## config.mk

```make
export PLATFORM = sky130hd
export DESIGN_NAME = axi4s_pkt_buffer
export DESIGN_NICKNAME = d
export VERILOG_FILES = /design/src/rtl/axi4s_pkt_buffer.sv
export SDC_FILE = /design/constraint.sdc
export NUM_CORES = 1
export LEC_CHECK = 0
export ABC_AREA = 1
export CORE_MARGIN = 8
export CORE_UTILIZATION = 35
export DETAILED_ROUTE_END_ITERATION = 7
export PLACE_DENSITY = 0.62
export SKIP_CTS_REPAIR_TIMING = 1
export SLEW_MARGIN = 5
export SYNTH_ARGS = -nofsm -noshare
export SYNTH_HDL_FRONTEND = slang
export SYNTH_SLANG_ARGS = --single-unit
```

## constraint.sdc

```tcl
create_clock -name ACLK -period 4.1 [get_ports ACLK]
set_input_delay 0.82 -clock ACLK [delete_from_list [all_inputs] [get_ports ACLK]]
set_output_delay 0.82 -clock ACLK [all_outputs]
set_load 0.02 [all_outputs]
```

## src/rtl/axi4s_pkt_buffer.sv

```systemverilog
// axi4s_pkt_buffer: first-word-fall-through AXI4-Stream beat FIFO with an
// ingress-side packet monitor that reports beats, bytes, ID, destination and
// protocol-error status for every completed packet.
module axi4s_pkt_buffer #(
    parameter int DATA_W    = 32,
    parameter int DEPTH     = 16,
    parameter int MAX_BEATS = 256
) (
    input  logic                      ACLK,
    input  logic                      RST,
    input  logic                      S_TVALID,
    output logic                      S_TREADY,
    input  logic [DATA_W-1:0]         S_TDATA,
    input  logic [DATA_W/8-1:0]       S_TKEEP,
    input  logic                      S_TLAST,
    input  logic [1:0]                S_TDEST,
    input  logic [7:0]                S_TID,
    output logic                      M_TVALID,
    input  logic                      M_TREADY,
    output logic [DATA_W-1:0]         M_TDATA,
    output logic [DATA_W/8-1:0]       M_TKEEP,
    output logic                      M_TLAST,
    output logic [1:0]                M_TDEST,
    output logic [7:0]                M_TID,
    output logic [$clog2(DEPTH):0]    FIFO_LEVEL,
    output logic                      PKT_DONE,
    output logic [8:0]                PKT_BEATS,
    output logic [10:0]               PKT_BYTES,
    output logic [7:0]                PKT_TID,
    output logic [1:0]                PKT_TDEST,
    output logic                      PKT_ERR
);

    localparam int KEEP_W  = DATA_W / 8;
    localparam int PTR_W   = $clog2(DEPTH);
    localparam int LVL_W   = PTR_W + 1;
    localparam int ENTRY_W = DATA_W + KEEP_W + 1 + 2 + 8;

    localparam logic [LVL_W-1:0] FULL_LEVEL = LVL_W'(DEPTH);
    localparam logic [8:0]       BEATS_CAP  = 9'(MAX_BEATS);
    localparam logic [11:0]      BYTES_CAP  = 12'(MAX_BEATS * KEEP_W);

    typedef enum logic {IDLE, IN_PKT} mon_state_t;

    logic [ENTRY_W-1:0] mem [DEPTH];
    logic [ENTRY_W-1:0] head;
    logic [PTR_W-1:0]   wr_ptr;
    logic [PTR_W-1:0]   rd_ptr;
    logic [LVL_W-1:0]   level;
    logic               ready_en;
    logic               push;
    logic               pop;

    mon_state_t  state, state_nxt;
    logic [8:0]  beats, beats_nxt;
    logic [10:0] bytes, bytes_nxt;
    logic [7:0]  ref_tid, ref_tid_nxt;
    logic [1:0]  ref_tdest, ref_tdest_nxt;
    logic        err, err_nxt;
    logic        done_nxt;
    logic [10:0] keep_cnt;
    logic [11:0] byte_sum;

    function automatic logic [10:0] popcount(input logic [KEEP_W-1:0] v);
        logic [10:0] n;
        n = '0;
        for (int i = 0; i < KEEP_W; i++) begin
            n = n + {10'd0, v[i]};
        end
        return n;
    endfunction

    // ready_en keeps S_TREADY low during reset and for the release cycle
    assign S_TREADY   = ready_en && (level != FULL_LEVEL);
    assign M_TVALID   = (level != '0);
    assign push       = S_TVALID && S_TREADY;
    assign pop        = M_TVALID && M_TREADY;
    assign FIFO_LEVEL = level;
    assign head       = mem[rd_ptr];
    assign {M_TDATA, M_TKEEP, M_TLAST, M_TDEST, M_TID} = M_TVALID ? head : '0;

    // Pointer and occupancy bookkeeping; pointers wrap naturally at DEPTH
    always_ff @(posedge ACLK or posedge RST) begin
        if (RST) begin
            wr_ptr   <= '0;
            rd_ptr   <= '0;
            level    <= '0;
            ready_en <= 1'b0;
        end else begin
            ready_en <= 1'b1;
            if (push) begin
                wr_ptr <= wr_ptr + PTR_W'(1);
            end
            if (pop) begin
                rd_ptr <= rd_ptr + PTR_W'(1);
            end
            case ({push, pop})
                2'b10:   level <= level + LVL_W'(1);
                2'b01:   level <= level - LVL_W'(1);
                default: level <= level;
            endcase
        end
    end

    // Beat storage, written unmodified on every accepted ingress beat
    always_ff @(posedge ACLK) begin
        if (push) begin
            mem[wr_ptr] <= {S_TDATA, S_TKEEP, S_TLAST, S_TDEST, S_TID};
        end
    end

    // Monitor state register plus running packet counters and published stats
    always_ff @(posedge ACLK or posedge RST) begin
        if (RST) begin
            state     <= IDLE;
            beats     <= '0;
            bytes     <= '0;
            ref_tid   <= '0;
            ref_tdest <= '0;
            err       <= 1'b0;
            PKT_DONE  <= 1'b0;
            PKT_BEATS <= '0;
            PKT_BYTES <= '0;
            PKT_TID   <= '0;
            PKT_TDEST <= '0;
            PKT_ERR   <= 1'b0;
        end else begin
            state     <= state_nxt;
            beats     <= beats_nxt;
            bytes     <= bytes_nxt;
            ref_tid   <= ref_tid_nxt;
            ref_tdest <= ref_tdest_nxt;
            err       <= err_nxt;
            PKT_DONE  <= done_nxt;
            if (done_nxt) begin
                PKT_BEATS <= beats_nxt;
                PKT_BYTES <= bytes_nxt;
                PKT_TID   <= ref_tid_nxt;
                PKT_TDEST <= ref_tdest_nxt;
                PKT_ERR   <= err_nxt;
            end
        end
    end

    // Next-state and counter update for each accepted ingress beat
    always_comb begin
        state_nxt     = state;
        beats_nxt     = beats;
        bytes_nxt     = bytes;
        ref_tid_nxt   = ref_tid;
        ref_tdest_nxt = ref_tdest;
        err_nxt       = err;
        done_nxt      = 1'b0;
        keep_cnt      = popcount(S_TKEEP);
        byte_sum      = {1'b0, bytes} + {1'b0, keep_cnt};
        if (push) begin
            case (state)
                IDLE: begin
                    ref_tid_nxt   = S_TID;
                    ref_tdest_nxt = S_TDEST;
                    beats_nxt     = 9'd1;
                    bytes_nxt     = keep_cnt;
                    err_nxt       = 1'b0;
                    state_nxt     = S_TLAST ? IDLE : IN_PKT;
                    done_nxt      = S_TLAST;
                end
                IN_PKT: begin
                    if (beats == BEATS_CAP) begin
                        err_nxt = 1'b1;
                    end else begin
                        beats_nxt = beats + 9'd1;
                    end
                    bytes_nxt = (byte_sum > BYTES_CAP) ? BYTES_CAP[10:0] : byte_sum[10:0];
                    if ((S_TID != ref_tid) || (S_TDEST != ref_tdest)) begin
                        err_nxt = 1'b1;
                    end
                    if (S_TLAST) begin
                        state_nxt = IDLE;
                        done_nxt  = 1'b1;
                    end
                end
                default: state_nxt = IDLE;
            endcase
        end
    end

endmodule

```

==> results.py <==
metrics = {
    "run_status": {
        "outcome": "completed",
    },
    "critical_path": {
        "startpoint": "rd_ptr[0]",
        "crit_fanout": 40,
        "critPathArrivalTime_ps": 3180,
        "crit_type": "reg2out",
        "path_buf_inv": 3,
        "timing.rr.start": "FIFO_LEVEL[1]",
        "cp_common_cell": "buf_16",
        "path_delay_family": "buffers and inverters",
        "crit_required_ps": 3280,
        "path_cells": "buf_16, buf_16, o21ai_0, o221ai_1, nand3_1, a21oi_1, clkdlybuf4s50_1",
        "critPathMaxStageDelay_ps": 690,
        "cp-end-kind": "primary output",
        "cpMaxStageDelayCell": "clkdlybuf4s50_1",
        "cp-start-kind": "flop",
    },
    "hold_path": {
        "hp-class": "in2async",
    },
    "yosys": {
        "synthDistinctLibCells": 39,
        "netlist_area_mm2": 0.03316,
        "synth_nets": 2623,
        "synth_top_cell_area_share_pct": 68.10,
        "ys.flop_type": "edfxtp_1",
        "async_reset_ff_share_pct": 9.398,
        "syn_inst": 2553,
        "yosysWarnings": 0,
        "yosys-top-cells-area": "edfxtp_1 68%, o21ai_0 6.2%, dfrtp_1 5.9%",
        "synth_seq_cells": 830,
        "avgSynthCellArea_um2": 12.99,
        "synth-edff-count": 752,
        "yosysSeqAreaShare_pct": 73.99,
        "synth_area_leader_cell": "edfxtp_1",
    },
    "timing": {
        "drv_slew": 0,
        "min_period_ps": 4003,
        "setup_tns_ps": 0,
        "rsz0062_at_grt": "no",
        "fmax_ghz": 0.2498,
        "hold_viol": 0,
        "finClkSkew_ps": 45.88,
        "fin_crit_sh_pct": 97.63,
        "slew_headroom_pct": 45.18,
        "report.final.setup_viol": 0,
        "worstMarginPinSlew_ps": 819.8,
    },
    "routing": {
        "postRouteAntennaNets": 0,
        "via_per_inst": 5.253,
        "drt_wl_total_um": 87600,
        "vias": 21270,
        "drc_errors": 0,
        "avgRoutedWirePerCell_um": 21.63,
        "drtIter0Drc": 1936,
        "first_pass_iters": 5,
    },
    "floorplan": {
        "num_rows": 113,
        "start_util_pct": 35.11,
        "coreArea_mm2": 0.09445,
        "die_h_um": 323.8,
        "die_x_um": 323.8,
        "die-area_mm2": 0.1048,
        "pin_count": 137,
    },
    "placed_design": {
        "place_inst": 3879,
        "numPortBuffers": 136,
        "finalWeightedCongestion": 0.7920,
        "placed_area_mm2": 0.03657,
        "dp_hpwl_um": 44800,
    },
    "clock_tree": {
        "htreeDepth": 3,
        "cts_tree": "done",
        "clk_path_buf_depth": 3,
        "numCtsBuffers": 88,
        "clk_pin_slew_ps": 60,
        "clkLatencyLatePin_ps": 660,
        "clock-root-buffer": "clkbuf_16",
        "cts.sinks": 830,
    },
    "flow_run": {
        "cap_violations": 0,
    },
    "global_route": {
        "grt_max_degree": 113,
        "grt_pass1_vias": 20780,
        "grt_util_all_layers_pct": 16.05,
        "gr-total-overflow": 0,
        "antenna_found_initial": 3,
        "grt_pass1_wl_um": 128900,
    },
    "power": {
        "ir_drop_uv": 559.3,
        "leakage_nw": 13.55,
        "p_per_area_mw_per_mm2": 717.5,
    },
    "cells_and_area": {
        "final_common_cell": "edfxtp_1",
        "final_cell_mix": "752 x edfxtp_1, 449 x nor2_1, 412 x o21ai_0, 175 x nand2_1, 142 x o221ai_1",
        "drive_above_1_share_pct": 10.20,
        "area_growth_pct": 20.11,
        "multi_input_area_mm2": 0.007686,
        "seq_area_mm2": 0.02455,
        "final_area_mm2": 0.03983,
        "nets": 2782,
        "layout.cells.non_filler": 4050,
        "fillers": 8604,
    },
}
-- cells by family after synthesis --
family	count (synthesis)	synth area share, %
adder cells (fa/ha/maj)	19	0.7849
buffers and inverters	240	3.249
AO/OA/AOI/OAI	668	11.92
XOR/XNOR	25	0.6830
other	1	0.01131
multiplexers	1	0.03019
AND/OR/NAND/NOR	769	9.336
flip-flops	830	73.99
-- flip-flops by register name (all words and copies together) (netlist names), 4 cells and up --
register    flops
PKT_BYTES      11
mem           752
bytes          11
rd_ptr          4
wr_ptr          4
PKT_BEATS       9
FIFO_LEVEL      5
beats           9
PKT_TID         8
ref_tid         8
-- metrics by stage --
stage / worst slack (ps) / utilization (%) / total power, mW / hold WS, ps
floorplan: 316.3 / - / 16.25 / 480.6
CTS: -133.1 / 41.82 / 28.51 / 459.1
detailed placement: -251.3 / 38.72 / 20.51 / 464.9
global placement: -218.1 / 38.72 / 20.44 / 465.8
global route: 5.122 / 42.17 / 30.11 / 508.3
finish: 97.04 / 42.17 / 28.57 / 482.0
-- cells in the mapped netlist (2+ instances only) --
master	n
nor2_1	465
o22ai_1	51
nor3_1	4
edfxtp_1	752
buf_6	7
buf_1	9
clkbuf_1	89
nand3_1	102
dfrtp_1	78
fa_1	3
clkbuf_2	7
a21oi_1	50
nand2_2	5
nand4_1	10
ha_1	16
o21ai_0	412
o221ai_1	142
inv_1	61
inv_2	4
nor2_2	3
xor2_1	16
a21boi_0	3
clkinv_1	2
o21ai_1	8
buf_2	45
buf_4	15
xnor2_1	8
nand2_1	175
-- layout make-up --
type                    count  area share [%]
clock buffers             108           5.796
flip-flops and latches    830           61.63
clock inverters            54           1.549
repair buffers            241           7.037
multi-input cells        1483           19.30
inverters                  68          0.7069
well taps                1265           3.974
diodes                      1        0.006283
-- report_power, final --
group          internal, mW  total [mW]  switching [mW]
combinational          3.70        10.4            6.68
sequential             9.88        10.2           0.341
clock                  4.67        7.98            3.31
-- worst paths after layout --
kind / end / slack, ps / depth (start not counted)
max: M_TDATA[11] / 100 / 7
max reg2reg: FIFO_LEVEL[4] / 1370 / 14
max in group asynchronous: bytes[6] / 2780 / 3
min: rd_ptr[0] / 480 / 2
min in group ACLK: PKT_TID[6] / 490 / 2
min reg2reg: PKT_TID[6] / 490 / 2
-- per-layer routing --
layer / GRT usage (%) / vias to the layer above / routed length (um)
met5: 0 / - / 13
met4: 4.252 / 2 / 1951
met2: 25.77 / 719 / 41010
met1: 21.97 / 10650 / 37990
met3: 3.697 / 135 / 6627
li1: - / 9769 / -
No activity file was read; power rests on OpenSTA's default activity.
